[src/rtl/wt_arb_pkg.sv]
//------------------------------------------------------------------------------
// wt_arb_pkg : shared types for the write-through memory arbiter
// Rev 1.0
//------------------------------------------------------------------------------
`default_nettype none

package wt_arb_pkg;

  localparam int unsigned ARB_TID_W = 3;
  localparam int unsigned ARB_CNT_W = 4;
  localparam int unsigned ARB_NREQ  = 2;

  typedef struct packed {
    logic [ARB_TID_W-1:0] tid;
    logic [55:0]          paddr;
    logic [2:0]           size;
    logic [2:0]           rtype;
    logic                 nc;
    logic [63:0]          data;
  } arb_req_t;

  typedef enum logic [0:0] {
    ARB_IDLE   = 1'b0,
    ARB_LOCKED = 1'b1
  } arb_state_e;

  // Saturating increment keeps an over-subscribed counter pinned at all-ones.
  function automatic logic [ARB_CNT_W-1:0] cnt_sat_inc(input logic [ARB_CNT_W-1:0] c);
    return (&c) ? c : c + 1'b1;
  endfunction

  function automatic logic [ARB_CNT_W-1:0] cnt_floor_dec(input logic [ARB_CNT_W-1:0] c);
    return (c == '0) ? c : c - 1'b1;
  endfunction

endpackage

`default_nettype wire

[src/rtl/wt_arb_rr2.sv]
//------------------------------------------------------------------------------
// wt_arb_rr2 : two-way round-robin selector, purely combinational
// Rev 1.0
//------------------------------------------------------------------------------
`default_nettype none

module wt_arb_rr2 (
  input  logic [1:0] req_i,
  input  logic       prio_i,
  output logic       vld_o,
  output logic       gnt_o
);

  // prio_i names the favoured requester; it only matters under contention.
  always_comb begin
    vld_o = |req_i;
    gnt_o = 1'b0;
    if (req_i == 2'b11) begin
      gnt_o = prio_i;
    end else begin
      gnt_o = req_i[1];
    end
  end

endmodule

`default_nettype wire

[src/rtl/wt_mem_arbiter.sv]
//------------------------------------------------------------------------------
// wt_mem_arbiter : icache/dcache arbiter towards one memory adapter with
// return routing; define WT_ARB_CREDIT_LIMIT_EN to enable credit limiting.
// Rev 1.0
//------------------------------------------------------------------------------
`default_nettype none

module wt_mem_arbiter
  import wt_arb_pkg::*;
#(
  parameter int unsigned NumOutstanding = 4,
  parameter int unsigned IcacheTxId     = 0
) (
  input  logic                 clk_i,
  input  logic                 rst_ni,
  input  logic [1:0]           req_i,
  input  arb_req_t [1:0]       req_data_i,
  output logic [1:0]           ack_o,
  output logic                 mem_req_o,
  output arb_req_t             mem_data_o,
  input  logic                 mem_ack_i,
  input  logic                 mem_rtrn_vld_i,
  input  logic [ARB_TID_W-1:0] mem_rtrn_tid_i,
  output logic [1:0]           rtrn_vld_o,
  output logic                 busy_o,
  output logic                 err_o
);

  if (NumOutstanding < 1 || NumOutstanding > 15) begin : g_bad_cfg
    $error("wt_mem_arbiter: NumOutstanding must be in 1..15");
  end

  localparam logic [ARB_TID_W-1:0] IcacheTid = ARB_TID_W'(IcacheTxId);

  arb_state_e                 state_q, state_d;
  logic                       gnt_q, gnt_d;
  logic                       prio_q, prio_d;
  logic [1:0][ARB_CNT_W-1:0]  cnt_q, cnt_d;

  logic [1:0] elig;
  logic       rr_vld;
  logic       rr_gnt;
  logic       cur_gnt;
  logic       mem_req;
  logic       ack_vld;
  logic       rtrn_vld;
  logic       tid_hit;

  for (genvar i = 0; i < ARB_NREQ; i++) begin : g_elig
`ifdef WT_ARB_CREDIT_LIMIT_EN
    assign elig[i] = req_i[i] & (cnt_q[i] < ARB_CNT_W'(NumOutstanding));
`else
    assign elig[i] = req_i[i];
`endif
  end

  wt_arb_rr2 u_rr (
    .req_i  (elig),
    .prio_i (prio_q),
    .vld_o  (rr_vld),
    .gnt_o  (rr_gnt)
  );

  always_comb begin
    state_d = state_q;
    gnt_d   = gnt_q;
    prio_d  = prio_q;
    mem_req = 1'b0;
    cur_gnt = gnt_q;
    case (state_q)
      ARB_IDLE: begin
        if (rr_vld) begin
          mem_req = 1'b1;
          cur_gnt = rr_gnt;
          if (!mem_ack_i) begin
            state_d = ARB_LOCKED;
            gnt_d   = rr_gnt;
          end
        end
      end
      ARB_LOCKED: begin
        mem_req = 1'b1;
        if (mem_ack_i) begin
          state_d = ARB_IDLE;
        end
      end
      default: begin
        state_d = ARB_IDLE;
      end
    endcase
    if (mem_req && mem_ack_i) begin
      prio_d = ~cur_gnt;
    end
  end

  // Combinational outputs are gated by rst_ni so they clear the moment reset asserts.
  assign mem_req_o  = mem_req & rst_ni;
  assign mem_data_o = req_data_i[cur_gnt];
  assign ack_vld    = mem_req_o & mem_ack_i;
  assign ack_o      = {ack_vld & cur_gnt, ack_vld & ~cur_gnt};

  assign rtrn_vld   = mem_rtrn_vld_i & rst_ni;
  assign tid_hit    = (mem_rtrn_tid_i == IcacheTid);
  assign rtrn_vld_o = {rtrn_vld & ~tid_hit, rtrn_vld & tid_hit};

  assign err_o = rst_ni & ((mem_ack_i & ~mem_req)
                         | (rtrn_vld_o[0] & (cnt_q[0] == '0))
                         | (rtrn_vld_o[1] & (cnt_q[1] == '0)));

  assign busy_o = (state_q == ARB_LOCKED) | (|cnt_q);

  always_comb begin
    cnt_d = cnt_q;
    for (int i = 0; i < ARB_NREQ; i++) begin
      case ({ack_o[i], rtrn_vld_o[i]})
        2'b10:   cnt_d[i] = cnt_sat_inc(cnt_q[i]);
        2'b01:   cnt_d[i] = cnt_floor_dec(cnt_q[i]);
        default: cnt_d[i] = cnt_q[i];
      endcase
    end
  end

  always_ff @(posedge clk_i or negedge rst_ni) begin
    if (!rst_ni) begin
      state_q <= ARB_IDLE;
      gnt_q   <= 1'b0;
      prio_q  <= 1'b1;
      cnt_q   <= '0;
    end else begin
      state_q <= state_d;
      gnt_q   <= gnt_d;
      prio_q  <= prio_d;
      cnt_q   <= cnt_d;
    end
  end

endmodule

`default_nettype wire
[config.mk]
export PLATFORM = sky130hd
export DESIGN_NAME = wt_mem_arbiter
export DESIGN_NICKNAME = d
export VERILOG_FILES = /design/src/rtl/wt_arb_pkg.sv /design/src/rtl/wt_arb_rr2.sv /design/src/rtl/wt_mem_arbiter.sv
export SDC_FILE = /design/constraint.sdc
export NUM_CORES = 1
export LEC_CHECK = 0
export ABC_AREA = 1
export ABC_CLOCK_PERIOD_IN_PS = 2600
export CAP_MARGIN = 20
export CELL_PAD_IN_SITES_DETAIL_PLACEMENT = 1
export CELL_PAD_IN_SITES_GLOBAL_PLACEMENT = 1
export CORE_MARGIN = 5
export CORE_UTILIZATION = 10
export CTS_CLUSTER_DIAMETER = 60
export DETAILED_ROUTE_END_ITERATION = 12
export GPL_TIMING_DRIVEN = 0
export PLACE_DENSITY_LB_ADDON = 0.1
export SLEW_MARGIN = 10
export SYNTH_ARGS = -nofsm -noshare
export SYNTH_HDL_FRONTEND = slang
export SYNTH_SLANG_ARGS = --single-unit
[constraint.sdc]
create_clock -name clk_i -period 2.6 [get_ports clk_i]
set_clock_uncertainty 0.2 [all_clocks]
set_input_delay 0.52 -clock clk_i [delete_from_list [all_inputs] [get_ports clk_i]]
set_output_delay 0.52 -clock clk_i [all_outputs]
set_load 0.02 [all_outputs]
# Word level (Yosys, flattened, before mapping)
# Cells that the tools add are included.
[word_totals]
ff_bits = 11
out_inout_bits = 137
[op_classes]
addsub = 4
magnitude_cmp = 1
n_eq_ne = 9
muxes = 16
bitwise = 19
n_reduce_logical = 13
[ops]
columns = ["cell", "count"]
rows = [
  ["2-to-1 mux 130 bit", 2],
  ["2-to-1 mux 4 bit", 4],
  ["one-hot mux 4 bit (2 select lines)", 2],
  ["AND 1 bit", 11],
  ["AND reduction 3 bit", 3],
  ["adder 4 x 1 -> 4 bit, second input constant", 2],
  ["zero test 4 bit", 2],
  ["!= test 2 bit, second input constant", 4],
  ["AND reduction 4 bit", 2],
  ["OR reduction 8 bit", 1],
  ["subtractor 4 x 1 -> 4 bit, second input constant", 2],
  ["== test 2 bit, second input constant", 3],
  ["2-to-1 mux 1 bit", 6],
  ["NOT 1 bit", 5],
  ["== test 2 x 1 -> 1 bit, second input constant", 2],
  ["one-hot mux 1 bit (2 select lines)", 2],
  ["nonzero test 2 bit", 2],
  ["zero test 3 bit", 1],
  ["bitwise OR 1 bit", 3],
  ["< comparator 1 x 2 -> 1 bit, second input constant", 1],
  ["OR reduction 2 bit", 1],
  ["logical AND 1 bit", 1],
]

# Longest topological paths before layout
[logic_depth]
ltp_word = 9
depth_mapped = 16

# Modules after synthesis
# A second synthesis with hierarchy kept.
[hier_totals]
cells_unflattened = 542
hier_area_um2 = 2478.6
[by_module_without_submodules]
columns = ["module", "n_inst", "cells_each", "area_per_inst_um2"]
rows = [
  ["wt_mem_arbiter", 1, 537, 2456.1],
  ["wt_arb_rr2", 1, 5, 22.5],
]

# Worst setup path after synthesis
# OpenSTA, ideal clock, no wires.
[synth_timing]
path_type = "input to register"
from = "in req_i[0]"
to = "reg cnt_q[3] (netlist name)"
setup_ns = 0.083
arrival_ns = 2.599
t_required_ns = 2.317
path_slack_ns = -0.282
cell_stages = 15
path_buffers = 1
cell_sequence = "nand2_1 nand3_1 nand2_2 inv_2 buf_6 nand2_1 nor2_1 inv_1 ha_1 ha_1 nand2_1 o21ai_0 xor2_1 inv_1 o21ai_0"
[synth_via]
elab_chain_len = 9
elab_cells_between_ends = 18
cone_classes = "eq/ne: 5; mux: 6; bitwise: 4; reduce/logical: 3"
[synth_lines]
columns = ["item", "line", "rtl"]
rows = [
  ["start, declared", "wt_mem_arbiter.sv:16", "input logic [1:0] req_i,"],
  ["OR reduction 2 bit / == test 2 bit (equally long branches)", "wt_arb_rr2.sv:16, wt_arb_rr2.sv:18", ""],
  ["2-to-1 mux 1 bit (on tied branches)", "wt_mem_arbiter.sv:72, wt_arb_rr2.sv:18", ""],
  ["one-hot mux 1 bit (2 select lines) / 2-to-1 mux 1 bit (equally long branches)", "wt_mem_arbiter.sv:70, wt_mem_arbiter.sv:72", ""],
  ["AND 1 bit / 2-to-1 mux 1 bit (equally long branches)", "wt_mem_arbiter.sv:97, wt_mem_arbiter.sv:70", ""],
  ["AND 1 bit / NOT 1 bit (equally long branches)", "wt_mem_arbiter.sv:99, wt_mem_arbiter.sv:100", ""],
  ["AND 1 bit *", "wt_mem_arbiter.sv:100", "assign ack_o = {ack_vld & cur_gnt, ack_vld & ~cur_gnt};"],
  ["named net ack_o[0]", "wt_mem_arbiter.sv:18", "output logic [1:0] ack_o,"],
  ["== test 2 bit / == test 2 x 1 -> 1 bit (equally long branches)", "wt_mem_arbiter.sv:115", "case ({ack_o[i], rtrn_vld_o[i]})"],
  ["!= test 2 bit (no line) / nonzero test 2 bit (equally long branches)", "--", ""],
  ["AND reduction 3 bit (no line)", "--", ""],
  ["end signal, assigned", "wt_mem_arbiter.sv:133", "cnt_q <= cnt_d;"],
  ["end, declared", "wt_mem_arbiter.sv:38", "logic [1:0][ARB_CNT_W-1:0] cnt_q, cnt_d;"],
]
# The timed path passes the listed nets; every way through them passes the cells marked *.
# A chain may end at the register's enable or synchronous reset.

==> impl_metrics.tcl <==
set metrics [dict create \
    status "finished with violations" \
    violations "negative hold slack" \
    clk_path_buf_depth 2 \
    min_period_ns 2.54 \
    firstDrtPassIters 4 \
    syn_area_sq_um 2490 \
    fmax_mhz 394 \
    yosys-top-cells-count "nand2_1 (415), inv_1 (23), buf_2 (14)" \
    gr-total-overflow 0 \
    worstPathArrival_ns 1.82 \
    place_hpwl_mm 19.0 \
    synthToLayoutAreaGrowth_pct 187 \
    async_flop_share 1.00 \
    synth_most_common_cell "nand2_1" \
    synthFlopType "dfrtp_1" \
    maxSlewViolCount 0 \
    ir_worst_vdd_uv 327 \
    synth_top_area_frac 0.625 \
    synth_seq_cells 11 \
    worstMarginPinSlew_ns 0.375 \
    pre_cts_slack_ns -1.03 \
    fin_area_sq_um 7150 \
    crit_path_end_kind "primary output" \
    syn_avg_cell_area_sq_um 4.70 \
    critPathTopFamily "buffers and inverters" \
    rsz0062_at_grt "yes" \
    clk_latency_ns 0.24 \
    vias 4713 \
    totalWireLength_mm 22.1 \
    fin_tns_setup_ns 0 \
    syn_nets 806 \
    finalWorstSetupSlack_ns 0.0647 \
    antenna_found_initial 4 \
    p_leak_nw 3.64 \
    coreArea_sq_um 24500 \
    cts_hold_buf 0 \
    h-tree-depth 1 \
    die-area_sq_um 28200 \
    slowest_stage "dfstp_2" \
    placed_area_sq_um 6980 \
    cts_root_buffer "clkbuf_16" \
    whs_ns -0.00231 \
    nets 1231 \
    ios 406 \
    critPathMaxFanout 10 \
    initial_core_util 0.102 \
    synthTopCellsByArea "nand2_1 (62%), dfrtp_1 (10%), inv_1 (3.5%)" \
    startpoint_type "register" \
    path_buf_inv 5 \
    path_cells "inv_1 -> nand2_2 -> nand3_4 -> nand2_8 -> inv_8 -> bufbuf_16 -> buf_8 -> nand2_1 -> nand2_1 -> buf_4" \
    grtUsageTotal 0.143 \
    via_per_inst 3.67 \
    grt_pass1_wl_mm 31.2 \
    maxCapViolations 0 \
    hold_viol 2 \
    synth_edf_count 0 \
    setup_viol 0 \
    dieWidth_microns 168 \
    num_rows 57 \
    fillers 3092 \
    drc 0 \
    die_y_microns 168 \
    grt_max_degree 17 \
    fin_crit_sh 0.975 \
    utilization 0.292 \
    path_common_cell "nand2_1" \
    ant_nets 0 \
    clkTransAtPathRegs_ns 0.04 \
    slew_headroom 0.750 \
    max_stage_delay_ns 0.50 \
    drive_gt1_frac 0.224 \
    synthCells 531 \
    grt_pass1_vias 4892 \
    cts_tree "done" \
    yosysSeqAreaShare 0.111 \
    numCtsBuffers 3 \
    drt_iter0_drc 108 \
    synth_warnings 0 \
    worstPathRequired_ns 1.88 \
    holdCritPathClass "primary input to asynchronous set/reset pin" \
    power.density_nw_per_um2 455 \
    ys_types 31 \
    cts.sinks 11 \
    io_buffers 405 \
    critical_path_class "register to primary output" \
    place_congestion 0.808 \
    yosysTopAreaCell "nand2_1" \
    routedWlPerCell_microns 17.2 \
]
## logic make-up after synthesis
kind of cell               after synthesis  synth area share
buffers and inverters                   54             0.112
AOI/OAI and AO/OA                        9            0.0206
xor gates and xnor gates                 6            0.0211
adders and majority gates                6            0.0331
and+or+nand+nor                        445             0.702
DFF                                     11             0.111
## stage by stage
stage          power [W]  instances
2_1_floorplan    0.00156        531
3_3_place_gp     0.00301       1260
4_1_cts          0.00328       1272
5_1_grt          0.00354       1283
6_report         0.00326       1283
3_5_place_dp     0.00301       1260
## what timing repair did
item,4_1_cts,5_1_grt
setup buffers,6,5
gates resized for setup,563,80
setup endpoints to repair,143,113
gates cloned,2,2
pin swaps,1,9
## registers in the layout (all words and copies together), names as in the netlist
name / cells
gnt_q: 1
prio_q: 1
cnt_q: 8
state_q: 1
## power breakdown
part / switching, W / total (W) / internal, W
logic: 0.00142 / 0.00265 / 0.00124
clock network: 0.0000728 / 0.000278 / 0.000206
registers: 0.0000858 / 0.000324 / 0.000238
total: 0.00158 / 0.00326 / 0.00168
## path summary, 6_finish.rpt
kind	start	end	slack, ns	cells after the start
max in group asynchronous	rst_ni	prio_q	1.89	1
worst max-delay path	prio_q	mem_data_o[60]	0.06	10
worst min-delay path	rst_ni	cnt_q[5]	-0.002	1
min in group clk_i	prio_q	prio_q	0.32	2
worst max register to register	state_q	cnt_q[3]	0.14	16
worst min register to register	prio_q	prio_q	0.32	2
## cell usage in the layout, fill, tap and decap left out, types with 2 or more instances in the layout
cell and n:
clkdlybuf4s50_1 265, dlygate4sd2_1 4, diode_2 4, ha_4 2, clkbuf_8 2, nor2_4 3
xor2_1 6, inv_1 23, nand2_1 408, clkbuf_16 5, nor2_2 2, ha_1 3
nor3_1 2, buf_4 50, nand3_2 3, buf_8 4, nand2_2 11, clkdlybuf4s15_2 32
o21ai_0 3, buf_6 15, buf_2 66, nor2_1 2, dfrtp_1 10, nand3_1 4
nand4_1 3, buf_12 3
## layout make-up
cell class                 count  area [sq um]  area share
multi-input combinational    466          2060       0.288
buffer                        28           320      0.0448
antenna                        4          10.0     0.00140
sequential                    11           277      0.0386
timing repair buffer         420          3890       0.543
tap                          324           405      0.0567
clock buffer                   4          78.8      0.0110
inverter                      26           119      0.0166
## metal layers
layer	share of wire	GRT usage
met2	0.54	0.281
met5	0	0
met1	0.38	0.158
met4	0.016	0.0215
met3	0.070	0.0342
Power figures use the tool's default switching activity.
